File: config.mk
export PLATFORM = sky130hd
export DESIGN_NAME = fft_reorder
export DESIGN_NICKNAME = d
export VERILOG_FILES = /design/src/rtl/fft_reorder.sv
export SDC_FILE = /design/constraint.sdc
export NUM_CORES = 2
export LEC_CHECK = 0
export CAP_MARGIN = 20
export CORE_MARGIN = 5
export CORE_UTILIZATION = 45
export CTS_CLUSTER_DIAMETER = 100
export DETAILED_ROUTE_END_ITERATION = 10
export GPL_TIMING_DRIVEN = 0
export HOLD_SLACK_MARGIN = 0.12
export PLACE_DENSITY_LB_ADDON = 0.3
export SLEW_MARGIN = 30
export SYNTH_ARGS = -nofsm -noshare
export SYNTH_HDL_FRONTEND = slang
export SYNTH_SLANG_ARGS = --single-unit
File: constraint.sdc
create_clock -name clk -period 10.3 [get_ports clk]
set_clock_uncertainty 0.1 [all_clocks]
set_input_delay 1.545 -clock clk [delete_from_list [all_inputs] [get_ports clk]]
set_output_delay 1.545 -clock clk [all_outputs]
set_load 0.02 [all_outputs]
File: src/rtl/fft_reorder.sv
// Reorders a 32-point FFT output stream from bit-reversed to natural order using ping-pong banks.
// Define FFT_REORDER_BYPASS_EN to skip the banks and register each input sample straight to the outputs.
module fft_reorder #(
  parameter int DW = 18
) (
  input  logic          clk,
  input  logic          rst_n,
  input  logic          in_valid,
  input  logic [DW-1:0] in_r,
  input  logic [DW-1:0] in_i,
  output logic          out_valid,
  output logic [DW-1:0] out_r,
  output logic [DW-1:0] out_i,
  output logic [4:0]    out_idx,
  output logic          out_last
);

  logic [4:0]    wcnt_q, wcnt_d;
  logic          out_valid_q, out_valid_d;
  logic [DW-1:0] out_r_q, out_r_d, out_i_q, out_i_d;
  logic [4:0]    out_idx_q, out_idx_d;
  logic          out_last_q, out_last_d;

  assign out_valid = out_valid_q;
  assign out_r     = out_r_q;
  assign out_i     = out_i_q;
  assign out_idx   = out_idx_q;
  assign out_last  = out_last_q;

`ifdef FFT_REORDER_BYPASS_EN

  always_comb begin
    wcnt_d      = in_valid ? wcnt_q + 5'd1 : wcnt_q;
    out_valid_d = in_valid;
    out_r_d     = '0;
    out_i_d     = '0;
    out_idx_d   = '0;
    out_last_d  = 1'b0;
    if (in_valid) begin
      out_r_d    = in_r;
      out_i_d    = in_i;
      out_idx_d  = wcnt_q;
      out_last_d = (wcnt_q == 5'd31);
    end
  end

`else

  typedef enum logic {IDLE, READ} state_t;

  state_t        state_q, state_d;
  logic          wsel_q, wsel_d;
  logic [1:0]    full_q, full_d;
  logic          rbank_q, rbank_d;
  logic [4:0]    raddr_q, raddr_d;
  logic          wr_last, rd_done;
  logic [2*DW-1:0] rd_data;
  logic [2*DW-1:0] mem0 [32];
  logic [2*DW-1:0] mem1 [32];

  function automatic logic [4:0] bitrev5(input logic [4:0] a);
    logic [4:0] r;
    for (int b = 0; b < 5; b++) r[4-b] = a[b];
    return r;
  endfunction

  // Bank contents are never reset; the full flags alone decide what is valid.
  always_ff @(posedge clk) begin
    if (in_valid) begin
      if (wsel_q) mem1[bitrev5(wcnt_q)] <= {in_r, in_i};
      else        mem0[bitrev5(wcnt_q)] <= {in_r, in_i};
    end
  end

  assign rd_data = rbank_d ? mem1[raddr_d] : mem0[raddr_d];

  always_comb begin
    wr_last = in_valid && (wcnt_q == 5'd31);
    rd_done = (state_q == READ) && (raddr_q == 5'd31);
    wcnt_d  = in_valid ? wcnt_q + 5'd1 : wcnt_q;
    wsel_d  = wsel_q ^ wr_last;
    full_d  = full_q;
    if (wr_last) full_d[wsel_q]  = 1'b1;
    if (rd_done) full_d[rbank_q] = 1'b0;
    state_d = state_q;
    rbank_d = rbank_q;
    raddr_d = raddr_q;
    case (state_q)
      IDLE: begin
        // Start on the very edge the frame completes so the first output follows immediately.
        if (wr_last) begin
          state_d = READ;
          rbank_d = wsel_q;
          raddr_d = 5'd0;
        end
      end
      READ: begin
        raddr_d = raddr_q + 5'd1;
        if (rd_done) begin
          if (wr_last)                 rbank_d = wsel_q;
          else if (full_q[!rbank_q])   rbank_d = !rbank_q;
          else                         state_d = IDLE;
        end
      end
      default: state_d = IDLE;
    endcase

    out_valid_d = (state_d == READ);
    out_r_d     = '0;
    out_i_d     = '0;
    out_idx_d   = '0;
    out_last_d  = 1'b0;
    if (state_d == READ) begin
      out_r_d    = rd_data[2*DW-1:DW];
      out_i_d    = rd_data[DW-1:0];
      out_idx_d  = raddr_d;
      out_last_d = (raddr_d == 5'd31);
    end
  end

  always_ff @(posedge clk or negedge rst_n) begin
    if (!rst_n) begin
      state_q <= IDLE;
      wsel_q  <= 1'b0;
      full_q  <= '0;
      rbank_q <= 1'b0;
      raddr_q <= '0;
    end else begin
      state_q <= state_d;
      wsel_q  <= wsel_d;
      full_q  <= full_d;
      rbank_q <= rbank_d;
      raddr_q <= raddr_d;
    end
  end

`endif

  always_ff @(posedge clk or negedge rst_n) begin
    if (!rst_n) begin
      wcnt_q      <= '0;
      out_valid_q <= 1'b0;
      out_r_q     <= '0;
      out_i_q     <= '0;
      out_idx_q   <= '0;
      out_last_q  <= 1'b0;
    end else begin
      wcnt_q      <= wcnt_d;
      out_valid_q <= out_valid_d;
      out_r_q     <= out_r_d;
      out_i_q     <= out_i_d;
      out_idx_q   <= out_idx_d;
      out_last_q  <= out_last_d;
    end
  end

endmodule

==> out/results.txt <==
For this run, the register share of the synthesized area comes to 78.0%. TritonCTS built the clock tree. For the cts-stage hold buffer count, the log shows 0. In this run the worst hold path is classified as in -> async. STA classifies the critical path endpoint as a flop. The type of the worst setup path was reg -> reg.

In the final routed layout, each cell accounts on average for 34.9 microns. The worst path meets setup with 4220 ps of slack. The Yosys warning count was 0. The most critical setup path has its startpoint at wcnt_q[0]. After synthesis, the share of flip-flops with an asynchronous set or reset is 2.41%. The mean instance size in the synthesized netlist was 17.9 sq um; the CTS buffer count was 230. Ranked by instance count, the synthesized netlist is headed by edfxtp_1, nand2_1, mux4_2. The number of DRC violations after detailed-routing iteration 0 came out at 8833. Setup repair after global routing left no endpoint under its margin. Once detailed placement completed, the half-perimeter wirelength came to 196 mm. Summing every instance area after synthesis gives 90600 sq um.

At the end of the flow the core is filled with cells to 53.6%. Prior to clock tree synthesis, the placed netlist has a worst setup slack of 4150 ps. The number of nets in the synthesized netlist is 5096.

The tools report the worst max-slew margin expressed relative to the limit as 23.0%. The tools report the startpoint type of the worst setup path as a flop. Yosys mapped the design onto 62 distinct sky130hd cell types. The area share of the largest cell type after synthesis was 76.4%. Most instantiated library cell after synthesis: edfxtp_1. After floorplanning, the core was sized to cover 200000 sq um. The analysis attributes to cell leakage a power of 34.4 nW.

The startpoint identified for the worst register-to-register timing path is wcnt_q[0]. The logs give 45.3% for the starting density of the core and 0 for the max capacitance violation total. The longest clock path from root to sink contains 3 buffers.

The worst-case IR drop observed on VDD is 0.000207 V. The total iterations of the first detailed-routing run is 9. The total length of routed wires is 293 mm, and the count of final hold-check violations is 0.

The tools report the final max-slew violation count as 0. The run gives 17 as the initial antenna violation count. The tools report the via count of the first global-routing pass as 52200.

The area growth from synthesis to layout is 18.3%. Post-route clock period utilization: 59.0%. For this design, the sink count on the clock tree is 2361.

Entering global routing, the biggest net connects 65 pins. The synthesized design spends more area on one cell type than any other, namely edfxtp_1. The tools report the required time of the critical path as 10920 ps. Clock-pin slew was measured on the worst setup and hold paths at 60 ps.

After synthesis the netlist holds a flip-flop and latch count of 2361. The routed layout has 53600 vias. The tools report the first-pass GRT wire length as 405 mm. Including well taps, the total number of placed cells is 7955. At the end of routability-driven placement, the weighted congestion stood at 0.924. Most frequently used flop master after synthesis: edfxtp_1.

The highest attainable clock frequency is 0.164 GHz. The tree is rooted in a clkbuf_16. The logs give 210000 sq um for the area of the die and 36.5% for the global-route met1 utilization. The logs give 870 ps for the clock latency on the worst-skew pair and 82 for the top-level port count.

For the level count of the clock H-tree, the log shows 4. Of all nets on the critical path, the largest fanout is 10. In this run the remaining antenna-violating nets after routing total 0. The run gives 6700 ps as the worst endpoint data arrival time. After detailed routing, the number of vias per cell comes to 6.39. The actual slew at the worst max-slew pin works out to 1150 ps. In the global route stage, met3 resource usage came out at 8.71%. The total track usage came out at 27.5%. The tools report the number of gates resized after CTS as 0. The cell count after synthesis came out at 5048. Global routing used 41.1% of the available met2 tracks. The flow ran to the end, and the final reports show no timing, DRC or antenna violations.

Buffers added to address setup during post-CTS repair amount to 0. The sum of overflow across all layers after global routing came out at 0. The setup TNS after final layout was 0 ps; the number of standard-cell rows in the floorplan was 164. The number of buffers added on ports came out at 80.

The number of flops mapped to enable cells by yosys is 2304, and the die width is 459 microns. Yosys attributes the largest share of cell area to edfxtp_1, mux4_2, nand2_1. Power spread over the standard cell area amounts to 308 nW/um^2.

The worst path needs 6080 ps of the cycle, external delays included. For this run, the number of standard cells in the final layout without fillers is 8394. Summing internal, switching and leakage power gives 33.0 mW. In this run the vertical extent of the chip is 459 microns.

After the last flow step, the layout net total stands at 5581. Setup violations remaining at the end of the flow were counted as 0. In the routed design, unresolved DRC markers number 0. The global routing stage identified its most utilized layer as met2.

The proportion of layout cells with a drive suffix above 1 is 19.6%.
## logic make-up after synthesis
kind of cell	Yosys count	synth area share, %
compound gates	869	6.49
simple gates	1037	4.80
buf+inv	360	1.78
fa+ha+maj	9	0.124
mux	407	8.79
flops	2361	78.0
xor+xnor	5	0.0484
## routing by layer
| metal | vias up | wire length [microns] |
|---|---|---|
| met5 | - | 33 |
| met4 | 4 | 18000 |
| met3 | 832 | 40200 |
| met2 | 4047 | 130000 |
| met1 | 27400 | 105000 |
| li1 | 21300 | - |
## path summary, 6_finish.rpt
kind | depth (start not counted) | to | slack [ps]
worst max-delay path | 13 | out_r[11] | 4220
worst min-delay path | 1 | out_r[7] | 440
worst max register to register | 13 | out_r[11] | 4220
worst min register to register | 1 | full_q[0] | 490
max in group asynchronous | 2 | out_r[0] | 9040
min in group clk | 1 | full_q[0] | 490
## cell usage in the layout, fill, tap and decap left out, types with 24 or more instances in the layout
| cell | n |
|---|---|
| o21ai_0 | 72 |
| buf_12 | 29 |
| a21oi_1 | 265 |
| mux2i_1 | 94 |
| clkbuf_2 | 25 |
| inv_1 | 53 |
| buf_16 | 134 |
| edfxtp_1 | 2304 |
| clkbuf_1 | 161 |
| clkdlybuf4s50_1 | 43 |
| buf_4 | 53 |
| mux4_2 | 310 |
| a211oi_1 | 68 |
| buf_2 | 120 |
| nand4_1 | 24 |
| nor2_4 | 64 |
| dfrtp_1 | 57 |
| a32oi_1 | 32 |
| nand2_1 | 696 |
| clkbuf_16 | 235 |
| a31oi_1 | 61 |
| clkinv_2 | 36 |
| o211ai_1 | 36 |
| a22o_1 | 70 |
| nand3_1 | 141 |
| a22oi_1 | 152 |
| and3_1 | 27 |
| clkinv_1 | 52 |
| buf_1 | 34 |
## per-stage QoR
step	area, sq um	hold slack [ps]
CTS	107000	401
finish	107000	443
global placement	94700	397
floorplan	90600	382
global route	107000	444
detailed placement	99600	437
## power breakdown
group / switching, mW / internal (mW) / total [mW]
registers: 0.120 / 11.0 / 11.1
logic: 9.38 / 4.18 / 13.6
clock network: 3.60 / 4.74 / 8.34
## sequential cells by signal, indices dropped and copies added, names as in the netlist
| register | flops |
|---|---|
| full_q | 2 |
| mem0 | 1152 |
| mem1 | 1152 |
| out_i | 18 |
| out_idx | 5 |
| out_last | 1 |
| out_r | 18 |
| out_valid | 1 |
| raddr_q | 5 |
| rbank_q | 1 |
| wcnt_q | 5 |
| wsel_q | 1 |
## layout make-up
class,count,area [sq um]
Clock buffer,305,6270
Multi-Input combinational cell,2327,19000
Antenna cell,4,10.0
Fill cell,15400,92900
Timing Repair Buffer,253,5090
Inverter,55,206
Clock inverter,128,1170
Tap cell,2656,3320
Sequential cell,2361,70600
Buffer,305,1450
## critical path, stage by stage, from the launching register on
cell and delay, ps:
dfrtp_1 460, ha_1 280, and3_1 210, ha_1 280
a21oi_4 340, a21boi_2 300, inv_1 230, clkbuf_1 630
and2_0 570, clkbuf_1 910, a32oi_1 170, o211ai_1 370
o21ai_0 590, a22o_1 450
Power figures use the tool's default switching activity.
